## src/rtl/ifu_if.sv

```systemverilog
// Instruction-memory request/response channel between the fetch unit and imem.
// Single outstanding request: req/addr held until ack; rdata valid with ack.
interface ifu_if #(
    parameter int XLEN = 32
) ();
    logic            req;
    logic [XLEN-1:0] addr;
    logic            ack;
    logic [31:0]     rdata;

    modport master (output req, output addr, input ack, input rdata);
    modport slave  (input req, input addr, output ack, output rdata);
endinterface

```

## src/rtl/ifu.sv

```systemverilog
// Instruction fetch unit: sequential PC generation, single-outstanding imem
// fetch, small {instr, pc} FIFO to the execute stage, redirect with flush.
module ifu #(
    parameter int              XLEN         = 32,
    parameter logic [XLEN-1:0] RESET_VECTOR = '0,
    parameter int              FIFO_DEPTH   = 2
) (
    input  logic            clk,
    input  logic            rst,
    input  logic            stall,
    input  logic            redirect,
    input  logic [XLEN-1:0] redirect_pc,
    ifu_if.master           imem,
    output logic [31:0]     instr,
    output logic [XLEN-1:0] curr_pc,
    output logic            instr_valid
);
    localparam int          PW  = $clog2(FIFO_DEPTH);
    localparam int          CW  = $clog2(FIFO_DEPTH) + 1;
    localparam logic [31:0] NOP = 32'h0000_0013;

    typedef enum logic [1:0] {
        IDLE,
        REQ,
        REQ_DISCARD
    } state_e;

    state_e          state_q, state_d;
    logic [XLEN-1:0] fetch_pc_q, fetch_pc_d;
    logic [XLEN-1:0] pending_pc_q, pending_pc_d;
    logic [PW-1:0]   rd_ptr_q, rd_ptr_d;
    logic [PW-1:0]   wr_ptr_q, wr_ptr_d;
    logic [CW-1:0]   count_q, count_d;
    logic [31:0]     fifo_instr_q [FIFO_DEPTH];
    logic [31:0]     fifo_instr_d [FIFO_DEPTH];
    logic [XLEN-1:0] fifo_pc_q    [FIFO_DEPTH];
    logic [XLEN-1:0] fifo_pc_d    [FIFO_DEPTH];

    logic            pop;
    logic            push;
    logic [CW-1:0]   count_pop;
    logic [XLEN-1:0] target_pc;

    assign instr_valid = (count_q != '0);
    assign instr       = instr_valid ? fifo_instr_q[rd_ptr_q] : NOP;
    assign curr_pc     = instr_valid ? fifo_pc_q[rd_ptr_q] : fetch_pc_q;

    assign imem.req  = (state_q != IDLE);
    assign imem.addr = fetch_pc_q;

    assign pop       = instr_valid && !stall && !redirect;
    assign push      = (state_q == REQ) && imem.ack && !redirect;
    assign count_pop = count_q - CW'(pop);
    assign target_pc = redirect_pc & ~XLEN'(3);

    always_comb begin
        // NOTE: every variable gets its hold value first so no path infers a latch.
        state_d      = state_q;
        fetch_pc_d   = fetch_pc_q;
        pending_pc_d = pending_pc_q;
        rd_ptr_d     = rd_ptr_q;
        wr_ptr_d     = wr_ptr_q;
        count_d      = count_q;
        fifo_instr_d = fifo_instr_q;
        fifo_pc_d    = fifo_pc_q;

        if (redirect) begin
            rd_ptr_d = '0;
            wr_ptr_d = '0;
            count_d  = '0;
            // An unacked request must keep its address; remember the target instead.
            if (state_q != IDLE && !imem.ack) begin
                pending_pc_d = target_pc;
                state_d      = REQ_DISCARD;
            end else begin
                fetch_pc_d = target_pc;
                state_d    = REQ;
            end
        end else begin
            if (pop) begin
                rd_ptr_d = rd_ptr_q + PW'(1);
            end
            if (push) begin
                fifo_instr_d[wr_ptr_q] = imem.rdata;
                fifo_pc_d[wr_ptr_q]    = fetch_pc_q;
                wr_ptr_d               = wr_ptr_q + PW'(1);
                fetch_pc_d             = fetch_pc_q + XLEN'(4);
            end
            count_d = count_pop + CW'(push);

            unique case (state_q)
                IDLE: begin
                    if (count_pop < CW'(FIFO_DEPTH)) state_d = REQ;
                end
                REQ: begin
                    if (imem.ack) state_d = (count_d < CW'(FIFO_DEPTH)) ? REQ : IDLE;
                end
                REQ_DISCARD: begin
                    if (imem.ack) begin
                        fetch_pc_d = pending_pc_q;
                        state_d    = REQ;
                    end
                end
                default: state_d = IDLE;
            endcase
        end
    end

    always_ff @(posedge clk) begin
        if (rst) begin
            state_q      <= IDLE;
            fetch_pc_q   <= RESET_VECTOR;
            pending_pc_q <= RESET_VECTOR;
            rd_ptr_q     <= '0;
            wr_ptr_q     <= '0;
            count_q      <= '0;
        end else begin
            state_q      <= state_d;
            fetch_pc_q   <= fetch_pc_d;
            pending_pc_q <= pending_pc_d;
            rd_ptr_q     <= rd_ptr_d;
            wr_ptr_q     <= wr_ptr_d;
            count_q      <= count_d;
        end
    end

    // NOTE: FIFO storage is not reset; count_q gates every read, so stale contents are never visible.
    always_ff @(posedge clk) begin
        fifo_instr_q <= fifo_instr_d;
        fifo_pc_q    <= fifo_pc_d;
    end
endmodule

```

## src/flat_wrapper.sv

```systemverilog
// flat-port wrapper written by rule: the top's interface ports become plain ports
module ifu_flat 
#(
    parameter int              XLEN         = 32,
    parameter logic [XLEN-1:0] RESET_VECTOR = '0,
    parameter int              FIFO_DEPTH   = 2
)
  (clk, rst, stall, redirect, redirect_pc, instr, curr_pc, instr_valid, imem_req, imem_addr, imem_ack, imem_rdata);
  ifu_if #(.XLEN(XLEN)) imem_i ();
  input  logic clk;
  input  logic rst;
  input  logic stall;
  input  logic redirect;
  input  logic [XLEN-1:0] redirect_pc;
  output logic [31:0] instr;
  output logic [XLEN-1:0] curr_pc;
  output logic instr_valid;
  output wire logic [$bits(imem_i.req)-1:0] imem_req;
  output wire logic [$bits(imem_i.addr)-1:0] imem_addr;
  input wire logic [$bits(imem_i.ack)-1:0] imem_ack;
  input wire logic [$bits(imem_i.rdata)-1:0] imem_rdata;
  assign imem_req = imem_i.req;
  assign imem_addr = imem_i.addr;
  assign imem_i.ack = imem_ack;
  assign imem_i.rdata = imem_rdata;
  ifu #(.XLEN(XLEN), .RESET_VECTOR(RESET_VECTOR), .FIFO_DEPTH(FIFO_DEPTH)) u_core (.clk(clk), .rst(rst), .stall(stall), .redirect(redirect), .redirect_pc(redirect_pc), .imem(imem_i), .instr(instr), .curr_pc(curr_pc), .instr_valid(instr_valid));
endmodule
```

## config.mk

```make
export PLATFORM = sky130hd
export DESIGN_NAME = ifu_flat
export DESIGN_NICKNAME = d
export VERILOG_FILES = /design/src/rtl/ifu_if.sv /design/src/rtl/ifu.sv /design/src/flat_wrapper.sv
export SDC_FILE = /design/constraint.sdc
export NUM_CORES = 1
export LEC_CHECK = 0
export ABC_AREA = 1
export CAP_MARGIN = 20
export CELL_PAD_IN_SITES_DETAIL_PLACEMENT = 1
export CELL_PAD_IN_SITES_GLOBAL_PLACEMENT = 2
export CORE_ASPECT_RATIO = 0.8
export CORE_MARGIN = 10
export CORE_UTILIZATION = 34
export DETAILED_ROUTE_END_ITERATION = 8
export MAX_ROUTING_LAYER = met4
export PLACE_DENSITY = 0.81
export SETUP_SLACK_MARGIN = 0.2
export SKIP_CTS_REPAIR_TIMING = 1
export SLEW_MARGIN = 20
export SYNTH_ARGS = -nofsm -noshare
export SYNTH_HDL_FRONTEND = slang
export SYNTH_SLANG_ARGS = --single-unit
```

## constraint.sdc

```tcl
create_clock -name clk -period 12.44 [get_ports clk]
set_input_delay 1.866 -clock clk [delete_from_list [all_inputs] [get_ports clk]]
set_output_delay 1.866 -clock clk [all_outputs]
set_load 0.01 [all_outputs]
```

# == Word level (Yosys, flattened, before mapping) ==
# Cells that the tools add are included.
# totals
register_bits,196
out_inout_bits,98
elab_cells,69
# classes
addsub,5
order_cmp,5
eq_ne,6
mux,24
bitwise,3
n_reduce_logical,16
# op_table
op,n
$mux W32,14
$bwmux W64,2
$add A32 B3 Y32 const B,1
$demux W32 S1,1
$mux W2,5
$logic_and A1 B1 Y1,6
$ne A3 B3 Y1 const B,2
$pmux W2 S3,1
$ge A2 B2 Y1 const B,2
$lt A2 B2 Y1 const B,2
$not A1 Y2,2
$reduce_and A2 Y1,2
$reduce_bool A2 Y1,2
$logic_not A1 Y1,3
$ne A3 B2 Y1 const B,1
$reduce_and A3 Y1,1
$add A1 B1 Y1 const B,2
$add A2 B1 Y2,1
$eq A2 B1 Y1 const B,1
$eq A2 B2 Y1 const B,1
$logic_not A2 Y1,1
$lt A2 B1 Y1 const B,1
$ne A2 B2 Y1 const B,1
$reduce_or A2 Y1,1
3 further kinds,3

# == Longest topological paths before layout ==
# depth
depth_word,10
depth_mapped,11
ltp_nobuf,10

# == Worst setup path before layout ==
# No wires, ideal clock.
# synth_path
path_kind,input to register
start,in redirect
end,"reg u_core.fifo_instr_q[0] (netlist name), enable pin"
arrival_ns,4.985
t_required_ns,11.956
slack_ns,6.971
path_stages,4
n_path_buf,1
cell_sequence,buf_4 -> nor2_4 -> nand3_1 -> nor2_1
# synth_between
elab_chain_cells,3
# synth_rtl
element,line,text
"start, declared",flat_wrapper.sv:13,input logic redirect;
$logic_not A1 Y1,ifu.sv:52,assign push = (state_q == REQ) && imem.ack && !redirect;
$logic_and A1 B1 Y1,ifu.sv:52,
$reduce_and A2 Y1 (no line) (*),--,
"end signal, assigned",ifu.sv:129,fifo_instr_q <= fifo_instr_d;
"end, declared",ifu.sv:34,logic [31:0] fifo_instr_q [FIFO_DEPTH];
# Every way passes the cells marked *; elsewhere a longest branch is shown, timed or not.
# A chain may end at the register's enable or synchronous reset.

# == Worst setup path in the final report ==
# layout_path
start,reg u_core.rd_ptr_q
end,out curr_pc[16]
# layout_between
elab_chain_cells,5
# layout_rtl
element,line,text
"start, declared",ifu.sv:31,"logic [PW-1:0] rd_ptr_q, rd_ptr_d;"
"start signal, assigned",ifu.sv:121,rd_ptr_q <= rd_ptr_d;
$not A1 Y2 (implied by the code),ifu.sv:46,assign curr_pc = instr_valid ? fifo_pc_q[rd_ptr_q] : fetch_pc_q;
$mux W32 (implied by the code) (3 in series),ifu.sv:46,
$mux W32,ifu.sv:46,
"end, declared",flat_wrapper.sv:16,output logic [XLEN-1:0] curr_pc;
# No other way between the ends. The select of a mux whose other input is x is not followed.

==> results by group <==
Route
  • WL/cell: 19.2 um
  • DR vias/cell: 5.01
  • Vias: 7249
  • Drt first pass iters: 4
  • Final WL: 27700 um
  • Iter 0 DRT Violations: 397
  • # DRC: 0
  • Antenna Violating Nets Remaining: 0

Placed design
  • GP Congestion: 0.766
  • Port Buf Inserts: 160
  • HPWL Detailed: 18600 um

Synthesis
  • Cell with the most instances after synthesis: nand2_1
  • Synth Register Bits: 190
  • Leading post-synthesis cells by cell area: edfxtp_1, dfxtp_1, nand2_1
  • Post-synth top area cell: edfxtp_1
  • Cell area after synthesis: 8770 um2
  • Fraction of registers with async set/reset: 0%
  • Ys flop type: edfxtp_1
  • Mean area per synthesized cell: 9.01 um2
  • Sequential share of the synthesized area: 57.5%
  • Commonest cells post-synth: nand2_1, a21oi_1, edfxtp_1, inv_1, o21ai_0
  • Post-synth EDFFs: 124
  • Synth unique cells: 35
  • Synth top area share: 42.4%
  • YS warnings: 0
  • Gate Count Post-Synth: 974

STA
  • Relative slew margins: 39.5%
  • Final Hold Vio Count: 0
  • Slew @ Worst Pin: 0.908 ns
  • Achievable Freq: 197 MHz
  • Worst Skew: 0.0131 ns
  • Min Clock Period, post-route: 5.09 ns
  • RSZ-0062 raised after global routing: no
  • TNS Setup: 0 ns
  • Final Setup Violations: 0
  • Fin crit share: 40.9%
  • Slew Viols, Final: 0

Critical path
  • Startpoint Class: register
  • CP arrival: 3.22 ns
  • Data required, critical path: 10.57 ns
  • Critical path launch point: u_core.rd_ptr_q$_SDFFE_PP0P_
  • Critical Path Fanout Max: 63
  • Reg-to-reg endpoint: u_core.state_q[0]$_SDFFE_PP0P_
  • Crit end category: output pin
  • Worst R2R Start: u_core.count_q[1]$_SDFF_PP0_
  • WS Path Type: register to output pin
  • Reg-to-reg slack, setup: 9.90 ns
  • R2R cell count: 10

Cells and area
  • Share of post-route cells with drive strength above 1: 6.60%
  • Antenna cells: 0
  • Fill count: 2939
  • FF/Latch Area: 5050 um2
  • Area of the multi-input gates: 3140 um2
  • Fin nets: 1181
  • Final core utilization: 44.3%
  • Layout area overhead: 28.2%

Clock tree
  • CTS sink cnt: 190
  • Clock root cell: clkbuf_16
  • Reg clk slew, reported paths: 0.07 ns
  • Total CTS buffers: 17
  • Max Root-Sink Buffers: 2
  • CTS tree: built
  • Skew-Pair Late Insertion Delay: 0.45 ns
  • H-tree depth: 4

Pwr
  • Pwr dens: 134 nW/um2
  • Leak: 4.15 nW
  • Power, Total: 1.50 mW
  • Max IR drop VDD: 0.0945 mV

GRT
  • Vias in the first global route: 7459
  • Largest net degree at the start of global routing: 87
  • Grt ovf: 0
  • Total track usage: 17.5%
  • Initial antenna violation count: 0
  • First-pass GRT wire length: 42600 um

Floorplan
  • Core ar.: 25400 um2
  • Row cnt: 52
  • Die Wd: 200 um
  • I/O pins: 167
  • Die span in y: 164 um
  • DIE AREA: 32700 um2
  • Initial Util: 34.6%

Run
  • Max-Cap Viols: 0

Worst hold path
  • Hold Path Origin: u_core.pending_pc_q[30]$_SDFFE_PP0P_
  • Min-delay worst type: register to register
  • Hold Path Sink: u_core.pending_pc_q[30]$_SDFFE_PP0P_
  • Hold Path Cell Cnt: 2

Outcome
  • Status: completed
[placed cells by master (no fill, tap or decap), types with 3 or more instances in the layout]
cell type / n
nand2_1: 231
clkdlybuf4s50_1: 159
a21oi_1: 147
edfxtp_1: 124
inv_1: 90
o21ai_0: 68
dfxtp_1: 65
nor2_1: 49
nand3_1: 47
a22oi_1: 21
clkbuf_16: 17
nor2_4: 11
buf_4: 9
xnor2_1: 7
nand4_1: 7
a31oi_1: 6
nor2_2: 6
nor3_1: 5
o211ai_1: 4
inv_2: 4
conb_1: 4
inv_6: 4
bufinv_16: 4
o311ai_0: 3
a21oi_2: 3
ha_1: 3
[metal layers]
layer	vias to the layer above	global-route usage [%]	share of wire [%]
li1	3565	-	-
met1	3544	22.1	47
met2	123	28.1	48
met3	17	3.56	4.3
met4	0	4.47	0.85
met5	-	-	0
[logic make-up (layout without fill, tap and decap cells)]
| logic type | Yosys count | count (layout) | synth area share (%) |
|---|---|---|---|
| buf+inv | 151 | 296 | 7.10 |
| fa+ha+maj | 3 | 3 | 0.428 |
| xor+xnor | 9 | 9 | 0.899 |
| simple gates | 367 | 367 | 18.5 |
| other cells | 1 | 4 | 0.0427 |
| flops | 190 | 190 | 57.5 |
| compound gates | 253 | 253 | 15.5 |
[worst max-delay path, stage by stage (launching register included)]
cell	delay (ns)
dfxtp_2	0.31
buf_4	0.35
inv_2	0.54
buf_4	0.49
nand2_1	0.09
a22oi_1	0.34
clkdlybuf4s50_1	0.62
[worst max path at each step]
stage / endpoint / slack, ns / cells after the start
floorplan: u_core.fifo_instr_q[0]$_DFFE_PP_ / 6.97 / 4
global placement: curr_pc[17] / 7.79 / 6
detailed placement: curr_pc[16] / 7.77 / 6
CTS: curr_pc[16] / 7.27 / 6
global route: curr_pc[16] / 7.15 / 6
finish: curr_pc[16] / 7.35 / 6
[stage by stage]
step                area, um2  std cells  hold WS [ns]  setup slack [ns]
floorplan                8780        977         0.425              6.97
CTS                     11200       1446         0.459              7.27
global route            11200       1446         0.481              7.15
detailed placement      10600       1414         0.444              7.77
global placement        10600       1414         0.437              7.79
finish                  11200       1446         0.456              7.35
[layout make-up]
| class | count | area share [%] |
|---|---|---|
| multi-input combinational | 636 | 27.9 |
| sequential | 190 | 44.9 |
| tap | 324 | 3.61 |
| clock inverter | 14 | 1.81 |
| timing repair buffer | 169 | 14.8 |
| clock buffer | 18 | 3.82 |
| inverter | 95 | 3.17 |
[flip-flops by register name, summed over array words and instances, names as in the netlist]
name and flops:
u_core.fifo_instr_q 64, u_core.fifo_pc_q 60, u_core.imem.addr 30, u_core.pending_pc_q 30, u_core.count_q 2, u_core.state_q 2
u_core.rd_ptr_q 1, u_core.wr_ptr_q 1
[where the power goes]
| part | leakage [nW] | internal (mW) | total [mW] | switching, mW |
|---|---|---|---|---|
| registers | 1.68 | 0.696 | 0.723 | 0.0268 |
| logic | 2.16 | 0.0828 | 0.177 | 0.0944 |
| clock network | 0.310 | 0.342 | 0.602 | 0.260 |
(Power assumes the default switching activity.)
